<file path="config.mk">
export PLATFORM = sky130hd
export DESIGN_NAME = top_level
export DESIGN_NICKNAME = d
export VERILOG_FILES = /design/src/rtl/top_level_pkg.sv /design/src/rtl/data_mem.sv /design/src/rtl/top_level.sv
export SDC_FILE = /design/constraint.sdc
export NUM_CORES = 1
export LEC_CHECK = 0
export ABC_AREA = 1
export CAP_MARGIN = 5
export CORE_AREA = 3 3 40 42
export DETAILED_ROUTE_END_ITERATION = 8
export DIE_AREA = 0 0 43 45
export SLEW_MARGIN = 20
export SYNTH_ARGS = -nofsm -noshare
export SYNTH_HDL_FRONTEND = slang
export SYNTH_SLANG_ARGS = --single-unit
</file>
<file path="constraint.sdc">
create_clock -name clk -period 2.5 [get_ports clk]
set_input_delay 0.75 -clock clk [delete_from_list [all_inputs] [get_ports clk]]
set_output_delay 0.75 -clock clk [all_outputs]
set_load 0.01 [all_outputs]
</file>
<file path="src/rtl/top_level_pkg.sv">
// -----------------------------------------------------------------------------
// top_level_pkg
//   Shared definitions for the Hamming(16,11) SECDED encoder engine:
//   default memory map, sequencer state encoding and the combinational
//   encoder function used by the datapath.
// -----------------------------------------------------------------------------
package top_level_pkg;

  localparam int NUM_MSG_DEF   = 15;   // messages processed per run
  localparam int IN_BASE_DEF   = 0;    // byte address of message 0
  localparam int OUT_BASE_DEF  = 30;   // byte address of codeword 0
  localparam int MEM_DEPTH_DEF = 256;  // bytes in the data memory

  // Sequencer states. Each message takes exactly one pass through
  // RD_LO -> RD_HI -> WR_LO -> WR_HI.
  typedef enum logic [2:0] {
    RD_LO = 3'd0,
    RD_HI = 3'd1,
    WR_LO = 3'd2,
    WR_HI = 3'd3,
    DONE  = 3'd4
  } state_t;

  // Hamming(16,11) SECDED encoder. Bit k-1 of d carries data bit dk.
  // Layout: {d11..d5, p8, d4, d3, d2, p4, d1, p2, p1, p0}, so bits 15..1
  // follow the classic Hamming(15,11) positions and bit 0 is the overall
  // parity that extends single-error correction to double-error detection.
  function automatic logic [15:0] hamming_enc(input logic [10:0] d);
    logic [11:1] m;
    logic        p8, p4, p2, p1, p0;
    m  = d;
    p8 = ^m[11:5];
    p4 = m[11] ^ m[10] ^ m[9] ^ m[8] ^ m[4] ^ m[3] ^ m[2];
    p2 = m[11] ^ m[10] ^ m[7] ^ m[6] ^ m[4] ^ m[3] ^ m[1];
    p1 = m[11] ^ m[9]  ^ m[7] ^ m[5] ^ m[4] ^ m[2] ^ m[1];
    p0 = (^m) ^ p8 ^ p4 ^ p2 ^ p1;
    return {m[11:5], p8, m[4:2], p4, m[1], p2, p1, p0};
  endfunction

endpackage : top_level_pkg

</file>
<file path="src/rtl/data_mem.sv">
// -----------------------------------------------------------------------------
// data_mem
//   Byte-wide single-port-write / single-port-read memory.
//   Read is combinational; write happens on the rising clock edge.
//
//   Ports:
//     clk    in   system clock
//     we     in   write enable (sampled on rising edge)
//     waddr  in   write byte address
//     wdata  in   write data byte
//     raddr  in   read byte address
//     rdata  out  read data byte (combinational from raddr)
// -----------------------------------------------------------------------------
module data_mem #(
  parameter int DEPTH = 256,
  parameter int AW    = $clog2(DEPTH)
) (
  input  logic          clk,
  input  logic          we,
  input  logic [AW-1:0] waddr,
  input  logic [7:0]    wdata,
  input  logic [AW-1:0] raddr,
  output logic [7:0]    rdata
);

  logic [7:0] core [DEPTH];

  assign rdata = core[raddr];

  // NOTE: the array has no reset on purpose: contents loaded before reset
  // must survive it, and a reset port would also prevent RAM inference.
  always_ff @(posedge clk) begin
    if (we) begin
      core[waddr] <= wdata;
    end
  end

endmodule : data_mem

</file>
<file path="src/rtl/top_level.sv">
// -----------------------------------------------------------------------------
// top_level
//   Self-contained Hamming(16,11) SECDED encoder engine. After reset it
//   reads NUM_MSG eleven-bit messages (two bytes each) from its private data
//   memory dm1, encodes each one and writes the 16-bit codeword back (low
//   byte first) into the output region. When the last codeword byte is
//   written, done rises and stays high until the next reset.
//
//   Ports:
//     clk    in   system clock, all state changes on the rising edge
//     reset  in   synchronous, active-high; restarts from message 0
//     done   out  high once all NUM_MSG codewords are written
// -----------------------------------------------------------------------------
module top_level
  import top_level_pkg::*;
#(
  parameter int NUM_MSG   = NUM_MSG_DEF,
  parameter int IN_BASE   = IN_BASE_DEF,
  parameter int OUT_BASE  = OUT_BASE_DEF,
  parameter int MEM_DEPTH = MEM_DEPTH_DEF
) (
  input  logic clk,
  input  logic reset,
  output logic done
);

  localparam int AW = $clog2(MEM_DEPTH);

  state_t        state, state_nxt;
  logic [3:0]    idx, idx_nxt;
  logic [7:0]    lo_q;          // latched d[8:1]
  logic [2:0]    hi_q;          // latched d[11:9]; upper byte bits dropped
  logic          done_nxt;

  logic          lo_en, hi_en;
  logic          wr_en;
  logic          byte_sel;      // 0 = low byte of the pair, 1 = high byte
  logic [AW-1:0] msg_ofs;
  logic [AW-1:0] raddr, waddr;
  logic [7:0]    rdata, wdata;
  logic [15:0]   codeword;

  // ---------------------------------------------------------------------------
  // State register
  // ---------------------------------------------------------------------------
  // NOTE: sequential state uses non-blocking assignments so every flop
  // samples the pre-edge values of its peers, independent of block order.
  always_ff @(posedge clk) begin
    if (reset) begin
      state <= RD_LO;
      idx   <= '0;
      lo_q  <= '0;
      hi_q  <= '0;
      done  <= 1'b0;
    end else begin
      state <= state_nxt;
      idx   <= idx_nxt;
      done  <= done_nxt;
      if (lo_en) lo_q <= rdata;
      if (hi_en) hi_q <= rdata[2:0];
    end
  end

  // ---------------------------------------------------------------------------
  // Next-state and control decode
  // ---------------------------------------------------------------------------
  // NOTE: every signal driven here gets a default first, so no path through
  // the case statement can leave a value unassigned and infer a latch.
  always_comb begin
    state_nxt = state;
    idx_nxt   = idx;
    done_nxt  = done;
    lo_en     = 1'b0;
    hi_en     = 1'b0;
    wr_en     = 1'b0;
    byte_sel  = 1'b0;

    unique case (state)
      RD_LO: begin
        lo_en     = 1'b1;
        state_nxt = RD_HI;
      end
      RD_HI: begin
        hi_en     = 1'b1;
        byte_sel  = 1'b1;
        state_nxt = WR_LO;
      end
      WR_LO: begin
        wr_en     = 1'b1;
        state_nxt = WR_HI;
      end
      WR_HI: begin
        wr_en    = 1'b1;
        byte_sel = 1'b1;
        if (idx == 4'(NUM_MSG - 1)) begin
          state_nxt = DONE;
          done_nxt  = 1'b1;
        end else begin
          idx_nxt   = idx + 4'd1;
          state_nxt = RD_LO;
        end
      end
      DONE: begin
        state_nxt = DONE;
      end
      default: begin
        // Unused encodings recover to the start of a run.
        state_nxt = RD_LO;
      end
    endcase
  end

  // ---------------------------------------------------------------------------
  // Datapath: addresses and codeword
  // ---------------------------------------------------------------------------
  assign msg_ofs  = AW'({idx, 1'b0});
  assign raddr    = AW'(IN_BASE)  + msg_ofs + AW'(byte_sel);
  assign waddr    = AW'(OUT_BASE) + msg_ofs + AW'(byte_sel);
  assign codeword = hamming_enc({hi_q, lo_q});
  assign wdata    = byte_sel ? codeword[15:8] : codeword[7:0];

  // A reset edge aborts the run at once, including a write that was
  // about to land in the same cycle.
  data_mem #(
    .DEPTH (MEM_DEPTH),
    .AW    (AW)
  ) dm1 (
    .clk   (clk),
    .we    (wr_en & ~reset),
    .waddr (waddr),
    .wdata (wdata),
    .raddr (raddr),
    .rdata (rdata)
  );

endmodule : top_level

</file>
==> Word level (Yosys, flattened, before mapping) <==
Cells that the tools add are included.
{ "word_totals": {"regBits": 8, "latch_bits": 0, "mem_bits_rw": 0, "romBits": 0, "inputBits": 2, "out_inout_bits": 1, "elab_cells": 15, "mem_count": 0} }
{ "op_classes": {"addsub": 1, "multipliers": 0, "div": 0, "magnitude_cmp": 0, "eq_ne": 5, "shift": 0, "mux": 2, "bitwise": 1, "reduce_logical": 3} }
{ "ops": {"columns": ["op", "count"], "rows": [
  ["case mux 3 bit (5 select lines)", 1],
  ["equality test 3 x 2 -> 1 bit, second input constant", 2],
  ["adder 4 x 1 -> 4 bit, second input constant", 1],
  ["equality test 4 bit, second input constant", 1],
  ["AND reduction 2 bit", 2],
  ["equality test 3 x 1 -> 1 bit, second input constant", 1],
  ["equality test 3 bit, second input constant", 1],
  ["zero test 3 bit", 1],
  ["2-to-1 mux 3 bit", 1],
  ["NOT 1 bit", 1]
]} }

==> Depth between registers and ports, before layout <==
Gate-level depths: netlist of the first run.
{ "depth": {"word_depth": 3, "depth_mapped": 8, "ltp_nobuf": 8} }

==> Worst setup path before layout of the first run <==
No wires, ideal clock.
{ "synth_timing": {"path_type": "reg2reg", "from": "register idx[0]", "to": "register idx[1]", "arrival_time_ns": 1.009, "required_ns": 2.387, "slack_ns": 1.379, "path_stages_with_launch": 9, "n_path_buf": 0, "cell_sequence": "dfxtp_1 > inv_1 > ha_1 > nand3_2 > clkinv_2 > nor2_4 > nand2_1 > nand2_1 > nor2_1"} }
{ "synth_via": {"elab_chain_cells": 3, "word_cells_on_any_way": 4} }
{ "synth_lines": {"columns": ["item", "line_no", "source"], "rows": [
  ["start: declaration", "top_level.sv:30", "logic [3:0] idx, idx_nxt;"],
  ["start signal: assignment", "top_level.sv:57", "idx <= idx_nxt;"],
  ["branches (longest 3 deep; another with adder 4 x 1 -> 4 bit)", null, null]
]} }
Several ways; the timed one is not identified.
A chain may end at the register's enable or synchronous reset.

==> Worst setup path in the final report of the first run <==
{ "layout_timing": {"from": "register done", "to": "output port done"} }
{ "layout_rtl": {"columns": ["item", "line_no", "source"], "rows": [
  ["start: declaration", "top_level.sv:24", "output logic done"],
  ["start signal: assignment", "top_level.sv:58", "done <= done_nxt;"]
]} }
No word-level cell between the ends.

==> results of run 1 <==
synthesized netlist by cell type, drive strengths merged:
master,number
nand3,3
clkinv,2
nor3,2
dfxtp,8
nand4,1
ha,2
inv,4
nand2,13
xor2,1
nor2,7
o21ai,1
a21oi,4
flip-flops by register name, indices dropped and copies added, names as in the netlist:
name / flops
idx: 4
state: 3
done: 1
cells in the final DEF, fill, tap and decap left out:
| cell | netlist | layout |
|---|---|---|
| xor2_1 | 1 | 1 |
| a21oi_2 | 2 | 2 |
| nand2_1 | 13 | 13 |
| nor2_4 | 1 | 1 |
| o21ai_1 | 1 | 1 |
| a21oi_1 | 2 | 2 |
| nor3_1 | 2 | 2 |
| nand3_1 | 1 | 1 |
| dfxtp_1 | 8 | 8 |
| clkinv_2 | 1 | 1 |
| nand3_2 | 2 | 2 |
| ha_1 | 2 | 2 |
| clkdlybuf4s50_1 | 0 | 2 |
| nor2_2 | 1 | 1 |
| inv_1 | 4 | 4 |
| clkbuf_4 | 0 | 3 |
| nand4_1 | 1 | 1 |
| nor2_1 | 5 | 5 |
| clkinv_1 | 1 | 1 |
power breakdown:
group	total, mW	internal (mW)	switching, mW
combinational	0.0167	0.00699	0.00974
sequential	0.137	0.132	0.00515
clock	0.0995	0.0550	0.0445
total	0.253	0.194	0.0594
stage by stage:
step	setup WS (ns)	std cells	total power [mW]	cell area, um^2	hold WS, ns
floorplan	1.379	48	0.1499	376.6	0.4610
global placement	0.7920	65	0.1559	415.4	0.4555
detailed placement	0.7572	65	0.1563	415.4	0.4535
CTS	0.6310	68	0.2599	437.9	0.4613
global route	0.6082	68	0.2693	437.9	0.4878
finish	0.6544	68	0.2533	437.9	0.4501
final cells by class:
cell class                 instances  share of cell area, %
clock buffer                       3                  5.143
inverter                           6                  5.429
multi-input combinational         34                  44.00
sequential                         8                  36.57
tap                               15                  4.286
timing repair buffer               2                  4.571
logic make-up (layout without fill, tap and decap cells):
| group | count (synthesis) | in the layout | synth area share (%) |
|---|---|---|---|
| AOI/OAI and AO/OA | 5 | 5 | 8.638 |
| xor gates and xnor gates | 1 | 1 | 2.326 |
| adders and majority gates | 2 | 2 | 6.643 |
| buffers and inverters | 6 | 11 | 6.309 |
| DFF | 8 | 8 | 42.52 |
| and+or+nand+nor | 26 | 26 | 33.56 |
how the worst min path moves through the flow:
stage / startpoint / end / slack, ns / cells after the start
floorplan: state[0] / state[0] / 0.46 / 1
global placement: done / done / 0.46 / 2
detailed placement: done / done / 0.45 / 2
CTS: done / done / 0.46 / 2
global route: done / done / 0.49 / 2
finish: done / done / 0.45 / 2
per-layer routing:
layer  share of wire, %  vias to the layer above  global-route usage (%)  routed length, um
met2                 43                        5                   11.68                290
met5                  0                        -                       0                  0
met3                1.6                        4                   3.586                 11
li1                   -                      164                       -                  -
met4                3.5                        0                   9.036                 24
met1                 52                      145                   10.92                351
==> qor.yml, run 1 <==
cells_and_area:
  regArea_um2: 160.2
  fin_util_pct: 34.08
  num-nets-final: 59
  fill_cells: 144
  final_layout_size_suffix_gt1_share_pct: 18.87
  multiInputGateArea_um2: 192.7
  areaGrowthSynthToFinish_pct: 16.28
  antenna_cells: 0
global_routing:
  grt_pass1_vias: 295
  grt_first_pass_wirelength_mm: 1.193
  antenna_found_initial: 0
  grt_max_degree: 8
  grt_overflow_total: 0
  grtUsageTotal_pct: 9.015
worst_setup_path:
  crit_path_start: "done"
  crit_cells: 1
  crit_path_top_delay_cell: "clkdlybuf4s50_1"
  worstSetupPathType: "reg -> out"
  reg2reg_to: "idx[2]"
  r2r-start: "idx[0]"
  endpoint: "done"
  cp-start-kind: "flip-flop"
  worstRegToRegCells: 7
  required_ns: 1.75
  reg2reg_slack_ns: 1.21
  crit_family: "buffers and inverters"
  cpPeakStageDelay_ns: 0.53
  worstPathMaxFanout: 2
  worstPathCellList: "clkdlybuf4s50_1"
  cp-end-kind: "output pin"
  crit_arrival_ns: 1.10
  crit_buf_inv: 1
drt:
  vias: 318
  finalWirelength_um: 677
  wire_per_inst_um: 9.956
  drt_iter0_drc: 5
  drc: 0
  vias_per_cell: 4.676
  antenna_left: 0
  firstDrtPassIters: 4
clock_network:
  cts_setup_buffers: 0
  cts.clk_slew.worst_paths_ns: 0.05
  max-clock-path-buffers: 2
  cts.sink_count: 8
  cts_made_buffers: 3
  h-tree-depth: 1
  tritoncts: "yes"
  cts_root_buffer: "clkbuf_4"
  holdBufCountCts: 0
  cts_repair_resize_count: 0
  clock_latency_ns: 0.25
synth:
  ys_seq_area_share_pct: 42.52
  syn_nets: 52
  syn_area_um2: 376.6
  synth_top_area_share_pct: 42.52
  syn_avg_cell_area_um2: 7.846
  yosys-top-cells-area: "dfxtp_1 43%, nand2_1 13%, ha_1 6.6%"
  yosys_warnings: 0
  synth_top_area_cell: "dfxtp_1"
  ys_ff_latch: 8
  synth_cells: 48
  synth_cell_types: 17
power:
  power_density_nw_per_um2: 578.4
  peakVddDrop_mv: 0.1589
  p_leak_nw: 0.1737
timing:
  fin_setup_tns_ns: 0
  finalHoldViolations: 0
  drv_slew: 0
  period_needed_ns: 1.846
  finalCritPeriodShare_pct: 73.82
  worst_pin_slew_ns: 0.3051
  fmax_mhz: 541.8
  fin_skew_ns: 0.008118
  setup-violations-final: 0
  slew_headroom_pct: 79.59
  grt_setup_unrepaired: "false"
placement:
  portBuffers: 2
  hpwlAfterDp_um: 476
  gp_congestion: 0.7671
floorplan:
  design.core.area_um2: 1285
  dieArea_um2: 1935
  start_util_pct: 29.31
  num_io_pins: 3
  row_count: 13
  die_w_um: 43
  die_h_um: 45
run_status:
  outcome: "finished clean"
min_path:
  min_path_type: "reg -> reg"
job:
  cap_violations: 0
Note: power is estimated with default switching activity, not from simulation.
==> run 2: changes to the inputs <==
Clock period 2.5 ns to 1.8 ns, I/O delays scaled along.
==> qor.yml, run 2 (synthesis gave the netlist of run 1 again) <==
run_status:
  outcome: "finished clean"
drt:
  wire_per_inst_um: 9.397
  drc: 0
  vias_per_cell: 4.588
  antenna_left: 0
  drt_iter0_drc: 1
  finalWirelength_um: 639
  vias: 312
  firstDrtPassIters: 4
cells_and_area:
  num-nets-final: 59
  layout_common_cells: "13 x nand2_1, 8 x dfxtp_1, 5 x nor2_1"
  top_regs: "idx x4, state x3, done x1"
  fill_cells: 141
  antenna_cells: 0
  regMostFlops: "idx"
  final_layout_size_suffix_gt1_share_pct: 18.87
  final_cell_count_no_fill: 68
  largest_reg_flops: 4
  areaGrowthSynthToFinish_pct: 16.28
  final_common_cell: "nand2_1"
power:
  pwr-share-seq_pct: 54.1
  peakVddDrop_mv: 0.2669
  power_frac_comb_pct: 6.6
  cellInternalPower_mw: 0.2693
  switchingPower_mw: 0.08176
  clkPwrFrac_pct: 39.3
  power.share.switching_pct: 23.29
  power_density_nw_per_um2: 801.6
  p_leak_nw: 0.1737
worst_setup_path:
  cpPeakStageDelay_ns: 0.53
  required_ns: 1.26
  worstPathCellList: "clkdlybuf4s50_1"
  crit_family: "buffers and inverters"
  crit_path_start: "done"
  cp-start-kind: "flip-flop"
  cp-end-kind: "output pin"
  crit_path_top_delay_cell: "clkdlybuf4s50_1"
  worstSetupPathType: "reg -> out"
  worstPathMaxFanout: 2
  r2r-start: "idx[0]"
  crit_arrival_ns: 1.09
  crit_buf_inv: 1
timing:
  drv_slew: 0
  finalHoldViolations: 0
  grt_setup_unrepaired: "false"
  finalCritPeriodShare_pct: 90.62
  setup-violations-final: 0
  worst_pin_slew_ns: 0.3055
  fin_setup_tns_ns: 0
  slew_headroom_pct: 79.57
  fmax_mhz: 613.0
  period_needed_ns: 1.631
  fin_skew_ns: 0.01033
floorplan:
  die_w_um: 43
  die_h_um: 45
  dieArea_um2: 1935
  row_count: 13
  num_io_pins: 3
  start_util_pct: 29.31
  design.core.area_um2: 1285
global_routing:
  antenna_found_initial: 0
  grt_pass1_vias: 289
  grt_max_degree: 8
  grtUsageTotal_pct: 8.598
  grt_first_pass_wirelength_mm: 1.166
  grt_overflow_total: 0
clock_network:
  clock_latency_ns: 0.25
  holdBufCountCts: 0
  cts_setup_buffers: 0
  tritoncts: "yes"
  cts.sink_count: 8
  cts.clk_slew.worst_paths_ns: 0.05
  cts_repair_resize_count: 0
  max-clock-path-buffers: 2
  cts_made_buffers: 3
  cts_root_buffer: "clkbuf_4"
  h-tree-depth: 1
job:
  cap_violations: 0
min_path:
  min_from: "done"
  min_path_type: "reg -> reg"
placement:
  portBuffers: 2
  gp_congestion: 0.7667
  hpwlAfterDp_um: 473.2
  post-place-cells: 65
[run 2: cell type report]
type | count | area (um^2) | share of cell area (%)
clock buffers | 3 | 22.52 | 5.143
multi-input cells | 34 | 192.7 | 44.00
well taps | 15 | 18.77 | 4.286
repair buffers | 2 | 20.02 | 4.571
flip-flops and latches | 8 | 160.2 | 36.57
inverters | 6 | 23.77 | 5.429
[run 2: path summary, 6_finish.rpt]
kind	endpoint	slack, ns	cells after the start
max reg2reg	idx[1]	0.55	8
min	done	0.45	2
min reg2reg	done	0.45	2
max	done	0.17	1
[run 2: through the flow]
step	setup WS, ns	area (um^2)	hold slack, ns	util, %	power (mW)
after floorplan	0.6785	376.6	0.4610	-	0.2082
after global placement	0.3015	415.4	0.4555	32.33	0.2166
after detailed placement	0.2667	415.4	0.4535	32.33	0.2172
after CTS	0.1528	437.9	0.4607	34.08	0.3561
after global routing	0.1226	437.9	0.4876	34.08	0.3710
final	0.1688	437.9	0.4494	34.08	0.3510
[run 2: per-layer routing]
layer  vias up  share of wire (%)  global-route usage, %
li1        164                  -                      -
met1       141                 52                  10.68
met4         0                1.9                  7.229
met2         5                 42                  11.38
met3         2                3.0                  3.586
met5         -                  0                      0
[run 2: power groups by stage]
| stage | Sequential, mW | Clock [mW] | Combinational (mW) |
|---|---|---|---|
| after floorplan | 0.192 | 0 | 0.0160 |
| after global placement | 0.194 | 0 | 0.0229 |
| after detailed placement | 0.194 | 0 | 0.0234 |
| after CTS | 0.190 | 0.143 | 0.0236 |
| after global routing | 0.192 | 0.153 | 0.0270 |
| final | 0.190 | 0.138 | 0.0233 |
==> run 3: changes to the inputs <==
--- a/constraint.sdc
+++ b/constraint.sdc
@@ -3,2 +3,2 @@
 set_output_delay 0.54 -clock clk [all_outputs]
-set_load 0.01 [all_outputs]
+set_load 0.005 [all_outputs]
==> results of run 3 <==
The final DEF is identical to that of run 2. Status: finished clean.
Among the figures that moved: setup slack after layout 0.1688 ns -> 0.2044 ns
